File: src/rtl/rv32i_pkg.sv
// Shared RV32I definitions used by the pipeline control blocks:
// major opcode encodings, the canonical NOP word, the hazard controller
// state type and an EBREAK recogniser.
package rv32i_pkg;

  localparam logic [6:0] OP_LOAD   = 7'b0000011;
  localparam logic [6:0] OP_STORE  = 7'b0100011;
  localparam logic [6:0] OP_BRANCH = 7'b1100011;
  localparam logic [6:0] OP_R      = 7'b0110011;
  localparam logic [6:0] OP_LUI    = 7'b0110111;
  localparam logic [6:0] OP_AUIPC  = 7'b0010111;
  localparam logic [6:0] OP_JAL    = 7'b1101111;
  localparam logic [6:0] OP_SYSTEM = 7'b1110011;

  // funct12 of 1 separates EBREAK from ECALL (funct12 of 0).
  localparam logic [11:0] F12_EBREAK = 12'h001;

  localparam logic [31:0] NOP_IW = 32'h0000_0013;

  typedef enum logic [1:0] {RUN, DRAIN, HALT} hz_state_t;

  function automatic logic is_ebreak(input logic [31:0] iw);
    return (iw[6:0] == OP_SYSTEM) && (iw[31:20] == F12_EBREAK);
  endfunction

endpackage

File: src/rtl/rv32i_src_decode.sv
// Source-register decode for the instruction in ID.
// Ports:
//   id_iw    in  32  instruction word in ID
//   rs1_used out 1   instruction reads rs1
//   rs2_used out 1   instruction reads rs2
//   rs1      out 5   rs1 field
//   rs2      out 5   rs2 field
module rv32i_src_decode
  import rv32i_pkg::*;
(
  input  logic [31:0] id_iw,
  output logic        rs1_used,
  output logic        rs2_used,
  output logic [4:0]  rs1,
  output logic [4:0]  rs2
);

  logic [6:0] opc;
  logic       unused_iw_bits;

  assign opc = id_iw[6:0];
  assign rs1 = id_iw[19:15];
  assign rs2 = id_iw[24:20];

  // rd, funct3 and funct7 play no part in source usage.
  assign unused_iw_bits = ^{id_iw[31:25], id_iw[14:7]};

  always_comb begin
    rs1_used = 1'b1;
    rs2_used = 1'b0;
    case (opc)
      OP_LUI, OP_AUIPC, OP_JAL:  rs1_used = 1'b0;
      default:                   rs1_used = 1'b1;
    endcase
    case (opc)
      OP_R, OP_STORE, OP_BRANCH: rs2_used = 1'b1;
      default:                   rs2_used = 1'b0;
    endcase
  end

endmodule

File: src/rtl/rv32i_hazard_ctrl.sv
// Pipeline sequencing controller for the 5-stage RV32I core.
// Detects load-use hazards between EX and ID, flushes on taken
// branches/jumps resolved in EX, and drains the pipe to a halt on EBREAK.
// Ports:
//   clk, reset         clock, synchronous active-high reset
//   id_iw, ex_iw       instruction words in ID and EX
//   ex_br_taken        EX resolved a taken branch/jump this cycle
//   pc_hold, ifid_hold freeze PC / IF-ID register
//   ifid_flush         load NOP into IF-ID
//   idex_bubble        load NOP into ID-EX
//   halted             core halted after EBREAK drain
//   stall_cnt          saturating count of load-use stall cycles
//   flush_cnt          saturating count of branch flush events
module rv32i_hazard_ctrl
  import rv32i_pkg::*;
#(
  parameter int unsigned CNT_W     = 16,
  parameter int unsigned DRAIN_CYC = 3
) (
  input  logic             clk,
  input  logic             reset,
  input  logic [31:0]      id_iw,
  input  logic [31:0]      ex_iw,
  input  logic             ex_br_taken,
  output logic             pc_hold,
  output logic             ifid_hold,
  output logic             ifid_flush,
  output logic             idex_bubble,
  output logic             halted,
  output logic [CNT_W-1:0] stall_cnt,
  output logic [CNT_W-1:0] flush_cnt
);

  localparam int unsigned DW = (DRAIN_CYC > 1) ? $clog2(DRAIN_CYC) : 1;

  hz_state_t        state_q, state_d;
  logic [DW-1:0]    drain_q, drain_d;
  logic [CNT_W-1:0] stall_q, flush_q;
  logic             stall_inc, flush_inc;

  logic             rs1_used, rs2_used;
  logic [4:0]       rs1, rs2;
  logic [4:0]       ex_rd;
  logic             load_use;
  logic             unused_ex_bits;

  rv32i_src_decode u_src_decode (
    .id_iw    (id_iw),
    .rs1_used (rs1_used),
    .rs2_used (rs2_used),
    .rs1      (rs1),
    .rs2      (rs2)
  );

  assign ex_rd          = ex_iw[11:7];
  assign unused_ex_bits = ^ex_iw[31:12];

  assign load_use = (ex_iw[6:0] == OP_LOAD) && (ex_rd != 5'd0) &&
                    ((rs1_used && (rs1 == ex_rd)) || (rs2_used && (rs2 == ex_rd)));

  always_comb begin
    state_d     = state_q;
    drain_d     = drain_q;
    pc_hold     = 1'b0;
    ifid_hold   = 1'b0;
    ifid_flush  = 1'b0;
    idex_bubble = 1'b0;
    stall_inc   = 1'b0;
    flush_inc   = 1'b0;
    case (state_q)
      RUN: begin
        // A taken branch makes whatever sits in ID wrong-path, so it
        // outranks any hazard or EBREAK seen there.
        if (ex_br_taken) begin
          ifid_flush  = 1'b1;
          idex_bubble = 1'b1;
          flush_inc   = 1'b1;
        end else if (load_use) begin
          pc_hold     = 1'b1;
          ifid_hold   = 1'b1;
          idex_bubble = 1'b1;
          stall_inc   = 1'b1;
        end else if (is_ebreak(id_iw)) begin
          pc_hold     = 1'b1;
          ifid_hold   = 1'b1;
          idex_bubble = 1'b1;
          state_d     = DRAIN;
          drain_d     = DW'(DRAIN_CYC - 1);
        end
      end
      DRAIN: begin
        pc_hold     = 1'b1;
        ifid_hold   = 1'b1;
        idex_bubble = 1'b1;
        if (drain_q == '0) state_d = HALT;
        else               drain_d = drain_q - 1'b1;
      end
      HALT: begin
        pc_hold     = 1'b1;
        ifid_hold   = 1'b1;
        idex_bubble = 1'b1;
      end
      default: state_d = RUN;
    endcase
    if (reset) begin
      pc_hold     = 1'b0;
      ifid_hold   = 1'b0;
      ifid_flush  = 1'b0;
      idex_bubble = 1'b0;
    end
  end

  always_ff @(posedge clk) begin
    if (reset) begin
      state_q <= RUN;
      drain_q <= '0;
      stall_q <= '0;
      flush_q <= '0;
    end else begin
      state_q <= state_d;
      drain_q <= drain_d;
      if (stall_inc && (stall_q != '1)) stall_q <= stall_q + 1'b1;
      if (flush_inc && (flush_q != '1)) flush_q <= flush_q + 1'b1;
    end
  end

  assign halted    = (state_q == HALT);
  assign stall_cnt = stall_q;
  assign flush_cnt = flush_q;

endmodule

File: config.mk
export PLATFORM = sky130hd
export DESIGN_NAME = rv32i_hazard_ctrl
export DESIGN_NICKNAME = d
export VERILOG_FILES = /design/src/rtl/rv32i_pkg.sv /design/src/rtl/rv32i_src_decode.sv /design/src/rtl/rv32i_hazard_ctrl.sv
export SDC_FILE = /design/constraint.sdc
export NUM_CORES = 1
export LEC_CHECK = 0
export CAP_MARGIN = 20
export CORE_MARGIN = 8
export CORE_UTILIZATION = 45
export CTS_CLUSTER_SIZE = 25
export DETAILED_ROUTE_END_ITERATION = 12
export PLACE_DENSITY = 0.87
export SLEW_MARGIN = 20
export SYNTH_ARGS = -nofsm -noshare
export SYNTH_HDL_FRONTEND = slang
export SYNTH_SLANG_ARGS = --single-unit
File: constraint.sdc
create_clock -name clk -period 4.2 [get_ports clk]
set_clock_uncertainty 0.05 [all_clocks]
set_input_delay 0.84 -clock clk [delete_from_list [all_inputs] [get_ports clk]]
set_output_delay 0.84 -clock clk [all_outputs]
set_load 0.1 [all_outputs]
# Yosys cells after proc, flatten, opt, wreduce, memory -nomap -nowiden
# Index checks and enable logic that the tools add are counted.
op_classes:
  order_cmp: 0
  eq_ne: 20
  shifts: 0
  n_mul: 0
  div: 0
  add_sub_neg: 3
  bitwise: 1
  n_reduce_logical: 17
  muxes: 26
op_table:
  columns: ["cell", "count"]
  rows:
  - ["16-bit by 1-bit adder with 16-bit output (second input constant)", 2]
  - ["16-bit != test (second input constant)", 2]
  - ["7-bit by 6-bit equality test with 1-bit output (second input constant)", 3]
  - ["7-bit equality test (second input constant)", 3]
  - ["2-bit 2-to-1 mux", 8]
  - ["1-bit 2-to-1 mux", 14]
  - ["12-bit by 1-bit equality test with 1-bit output (second input constant)", 1]
  - ["5-bit equality test", 2]
  - ["2-bit != test (second input constant)", 5]
  - ["5-bit AND reduction", 2]
  - ["7-bit by 2-bit equality test with 1-bit output (second input constant)", 1]
  - ["7-bit by 5-bit equality test with 1-bit output (second input constant)", 1]
  - ["1-bit logical AND", 7]
  - ["2-bit case mux with 3 select lines", 1]
  - ["3-bit OR reduction", 2]
  - ["5-bit nonzero test", 1]
  - ["2-bit zero test", 2]
  - ["1-bit case mux with 2 select lines", 2]
  - ["2-bit case mux with 2 select lines", 1]
  - ["2-bit by 1-bit equality test with 1-bit output (second input constant)", 1]
  - ["2-bit equality test (second input constant)", 1]
  - ["2-bit nonzero test", 1]
  - ["2-bit OR reduction", 1]
  - ["2-bit by 1-bit subtractor with 2-bit output (second input constant)", 1]
  - ["2 further kinds", 2]
word_totals:
  word_cells: 71
  reg_bits: 36
  rom_bits: 0
  inputBits: 67
  latch_bits: 0
  out_inout_bits: 37
  n_memories: 0
  ram_bits: 0

# Depth between registers and ports, before layout
depth:
  word_depth: 10
  depth_mapped: 8
  ltp_nobuf: 8

# By module
# Synthesis repeated with hierarchy kept, for this count alone.
hier_totals:
  hier_cells: 266
  hier_area_um2: 2222.1
modules_own_cells:
  columns: ["module", "seq_area_each_um2", "instances", "cells_per_inst", "area_each_um2"]
  rows:
  - ["rv32i_hazard_ctrl", 720.7, 1, 250, 2098.3]
  - ["rv32i_src_decode", 0.0, 1, 16, 123.9]

# Least setup slack after synthesis
# OpenSTA, ideal clock, no wires.
synth_path:
  kind: "input port to output port"
  from: "input port id_iw[23]"
  to: "output port pc_hold"
  required_time_ps: 3310
  path_buffers: 1
  stages: 5
  setup_slack_ps: 129
  arrival_time_ps: 3181
  cell_sequence: "or4_1 > or4_4 > a21boi_0 > o21a_1 > buf_4"
synth_via:
  elab_chain_cells: 8
  word_cells_on_any_way: 11
  classes_between: "eq/ne: 2; mux: 5; reduce/logical: 4"
synth_rtl:
  columns: ["item", "line_no", "source"]
  rows:
  - ["start: declaration", "rv32i_hazard_ctrl.sv:22", "input logic [31:0] id_iw,"]
  - ["parallel branches: the longest is 4 deep, another holds 12-bit by 1-bit equality test with 1-bit output", null, null]
  - ["1-bit 2-to-1 mux * (2 in series)", null, null]
  - ["1-bit case mux with 2 select lines *", null, null]
  - ["1-bit 2-to-1 mux *", null, null]
  - ["end: declaration", "rv32i_hazard_ctrl.sv:25", "output logic pc_hold,"]
# Mark *: on every way between the ends.

# Worst setup path in the final report
layout_path:
  from: "input port id_iw[4]"
  to: "output port pc_hold"
layout_via:
  elab_chain_cells: 10
  word_cells_on_any_way: 21
  classes_between: "eq/ne: 7; mux: 7; reduce/logical: 7"
layout_rtl:
  columns: ["item", "line_no", "source"]
  rows:
  - ["7-bit by 6-bit equality test with 1-bit output, or another cell as far along", "rv32i_src_decode.sv:31", "case (opc)"]
  - ["3-bit OR reduction, on equally long branches", "rv32i_src_decode.sv:31, rv32i_src_decode.sv:35", null]
  - ["1-bit 2-to-1 mux, on equally long branches", "rv32i_src_decode.sv:31, rv32i_src_decode.sv:35", null]
  - ["1-bit logical AND", "rv32i_hazard_ctrl.sv:59", "((rs1_used && (rs1 == ex_rd)) || (rs2_used && (rs2 == ex_rd)));"]
  - ["1-bit logical OR", "rv32i_hazard_ctrl.sv:59", null]
  - ["1-bit logical AND", "rv32i_hazard_ctrl.sv:58", "assign load_use = (ex_iw[6:0] == OP_LOAD) && (ex_rd != 5'd0) &&"]
  - ["1-bit 2-to-1 mux *", "rv32i_hazard_ctrl.sv:78", "end else if (load_use) begin"]
  - ["1-bit 2-to-1 mux *", "rv32i_hazard_ctrl.sv:74", "if (ex_br_taken) begin"]
  - ["1-bit case mux with 2 select lines *", "rv32i_hazard_ctrl.sv:70", "case (state_q)"]
  - ["1-bit 2-to-1 mux *", "rv32i_hazard_ctrl.sv:105", "if (reset) begin"]
# Every way passes the cells marked *; elsewhere a longest branch is shown, timed or not.

==> metrics.csv <==
stage;metric;value;unit
clocking;root_buffer;clkbuf_8;
die;die_w;86.3;um
route;via_per_inst;5.55;
placement;dpl_worst_slack;314;ps
finish;final_cell_mix;clkdlybuf4s50_1, dfxtp_1, nor2_1;
clocking;cts_buffer_depth;2;
route;drc;0;
worst_setup_path;cp.arrival;3000;ps
min_path;hp-start;drain_q[0]$_SDFFE_PP0P_;
pwr;peakVddDrop;210;uV
synth;syn_area_per_cell;8.41;sq um
worst_setup_path;path_cells;clkdlybuf4s50_1, or3b_1, a21oi_2, nor3_2, o21ai_0, a21boi_0, o21a_1, buf_12;
clocking;clk_pin_slew_worst_paths;70;ps
synth;seq_area_frac_synth;0.325;
global_route;grt_max_degree;28;
sta;finalSetupViolations;0;
route;drt_pass1_iterations;4;
clocking;numCtsBuffers;5;
die;core;0.00475;sq mm
placement;place.gp.congestion;0.823;
die;die_y;86.3;um
synth;synth_nets;338;
sta;drv_slew;0;
finish;final_common_cell;clkdlybuf4s50_1;
clocking;cts_resized;0;
placement;portBuffers;75;
worst_setup_path;r2r-start;stall_cnt[0]$_SDFFE_PP0P_;
clocking;cts_hold_buf;0;
pwr;p_leak;1.06;nW
worst_setup_path;crit_fanout;4;
sta;slew_headroom;0.335;
sta;fin_hold_ws;410;ps
route;wl_per_cell;15.5;um
global_route;grt_pass1_wl;10.6;mm
synth;async_flop_share;0;
synth;ys_ff_latch;36;
global_route;antenna_found_initial;0;
finish;nets;415;
worst_setup_path;critPathSlowestCell;clkdlybuf4s50_1;
die;die-area;0.00744;sq mm
placement;postPlaceCellArea;0.00308;sq mm
worst_setup_path;cp-startpoint;id_iw[4];
clocking;cts_tree;yes;
clocking;cts_sinks;36;
synth;synth_cell_types;49;
min_path;min_path_type;reg2reg;
clocking;cts_setup_buffers;0;
worst_setup_path;path_class;in2out;
synth;synth-edff-count;0;
finish;diodes;0;
synth;yosysWarningCount;0;
clocking;cts_htree_levels;2;
finish;drive_gt1_frac;0.0819;
sta;hold_violations;0;
route;wirelength;6.36;mm
sta;max_freq;0.257;GHz
route;drt_iter0_markers;96;
sta;fin_tns_setup;0;ps
die;ioPinCount;104;
job;drv_cap;0;
global_route;grt_pass1_vias;2239;
route;vias;2271;
synth;syn_inst;264;
placement;dp_hpwl;4.87;mm
pwr;powerDensity;274;mW/mm^2
worst_setup_path;max_stage_delay;480;ps
die;initial_utilization;0.467;
sta;rsz0062_at_grt;false;
global_route;grtUsageTotal;0.172;
outcome;status;finished clean;
finish;fin_area;0.00323;sq mm
sta;period_share;0.926;
sta;worst_slew_pin_slew;995;ps
global_route;grt_overflow;0;
sta;fin_ws;312;ps
worst_setup_path;cp.required;3310;ps
route;ant_nets;0;
pwr;finalPower;0.885;mW
worst_setup_path;critPathLaunchType;input pin;
sta;fin_crit;3890;ps
finish;syn2layout_area_growth;45.6;%
clocking;worst_skew_pair.late_latency;290;ps
die;row_count;25;
synth;syn_area;0.00222;sq mm
worst_setup_path;crit_path_end_kind;primary output;
synth;synthFlopType;dfxtp_1;
logic make-up after synthesis:
family,share of synthesized area
DFF,0.325
muxes,0.0141
AOI/OAI and AO/OA,0.149
xor gates and xnor gates,0.0986
and+or+nand+nor,0.344
adders and majority gates,0.0394
buffers and inverters,0.0310
cells in the mapped netlist (all sizes together) (2+ instances only):
| cell type | n | area (sq um) |
|---|---|---|
| nor4 | 4 | 70.1 |
| nand2 | 22 | 82.6 |
| o31ai | 9 | 72.6 |
| and4 | 3 | 26.3 |
| buf | 3 | 20.0 |
| o21a | 4 | 30.0 |
| a21oi | 16 | 83.8 |
| or4 | 11 | 86.3 |
| and3 | 3 | 18.8 |
| nor2 | 33 | 126 |
| nor3 | 11 | 60.1 |
| or3 | 8 | 50.1 |
| nand4 | 8 | 50.1 |
| o21ai | 8 | 40.0 |
| inv | 9 | 33.8 |
| dfxtp | 36 | 721 |
| ha | 7 | 87.6 |
| clkbuf | 4 | 15.0 |
| nand3 | 18 | 95.1 |
| xnor2 | 20 | 175 |
| xor2 | 5 | 43.8 |
| nor4b | 3 | 47.5 |
| o211ai | 2 | 20.0 |
| nand2b | 2 | 12.5 |
| mux2i | 2 | 20.0 |
power by group:
part           switching, mW  leakage (nW)  internal (mW)
Sequential           0.00251         0.290          0.343
Combinational         0.0586         0.691         0.0544
Clock                  0.129        0.0784          0.297
Total                  0.190          1.06          0.695
layer usage:
metal	vias up	wire length [um]	GRT usage
met5	-	0	0
met4	0	79	0.0469
met3	7	387	0.0406
met2	81	3150	0.302
met1	1067	2740	0.203
li1	1116	-	-
worst max-delay path: cells and delay by family:
family                 cells  cell delay (ps)
AND/OR/NAND/NOR            2              470
AO/OA/AOI/OAI              4             1020
buffers and inverters      2              670
path summary, 6_finish.rpt:
check / slack (ps) / to / depth (start not counted)
worst min register to register: 410 / drain_q[0]$_SDFFE_PP0P_ / 1
worst min-delay path: 410 / drain_q[0]$_SDFFE_PP0P_ / 1
worst max-delay path: 310 / pc_hold / 8
worst max register to register: 1840 / stall_cnt[15]$_SDFFE_PP0P_ / 7
layout make-up:
| type | count | area (sq um) |
|---|---|---|
| sequential | 36 | 721 |
| clock buffer | 5 | 68.8 |
| clock inverter | 3 | 90.1 |
| timing repair buffer | 77 | 806 |
| inverter | 9 | 33.8 |
| tap | 67 | 83.8 |
| multi-input combinational | 212 | 1430 |
| fill | 408 | 1520 |
state kept, by name, summed over array words and instances (netlist names):
signal / cells
drain_q: 2
flush_cnt: 16
stall_cnt: 16
state_q: 2
per-stage QoR:
step                utilization  cells
floorplan                     -    264
global placement          0.647    401
detailed placement        0.647    401
CTS                       0.680    409
global route              0.680    409
finish                    0.680    409
No activity file was read; power rests on OpenSTA's default activity.
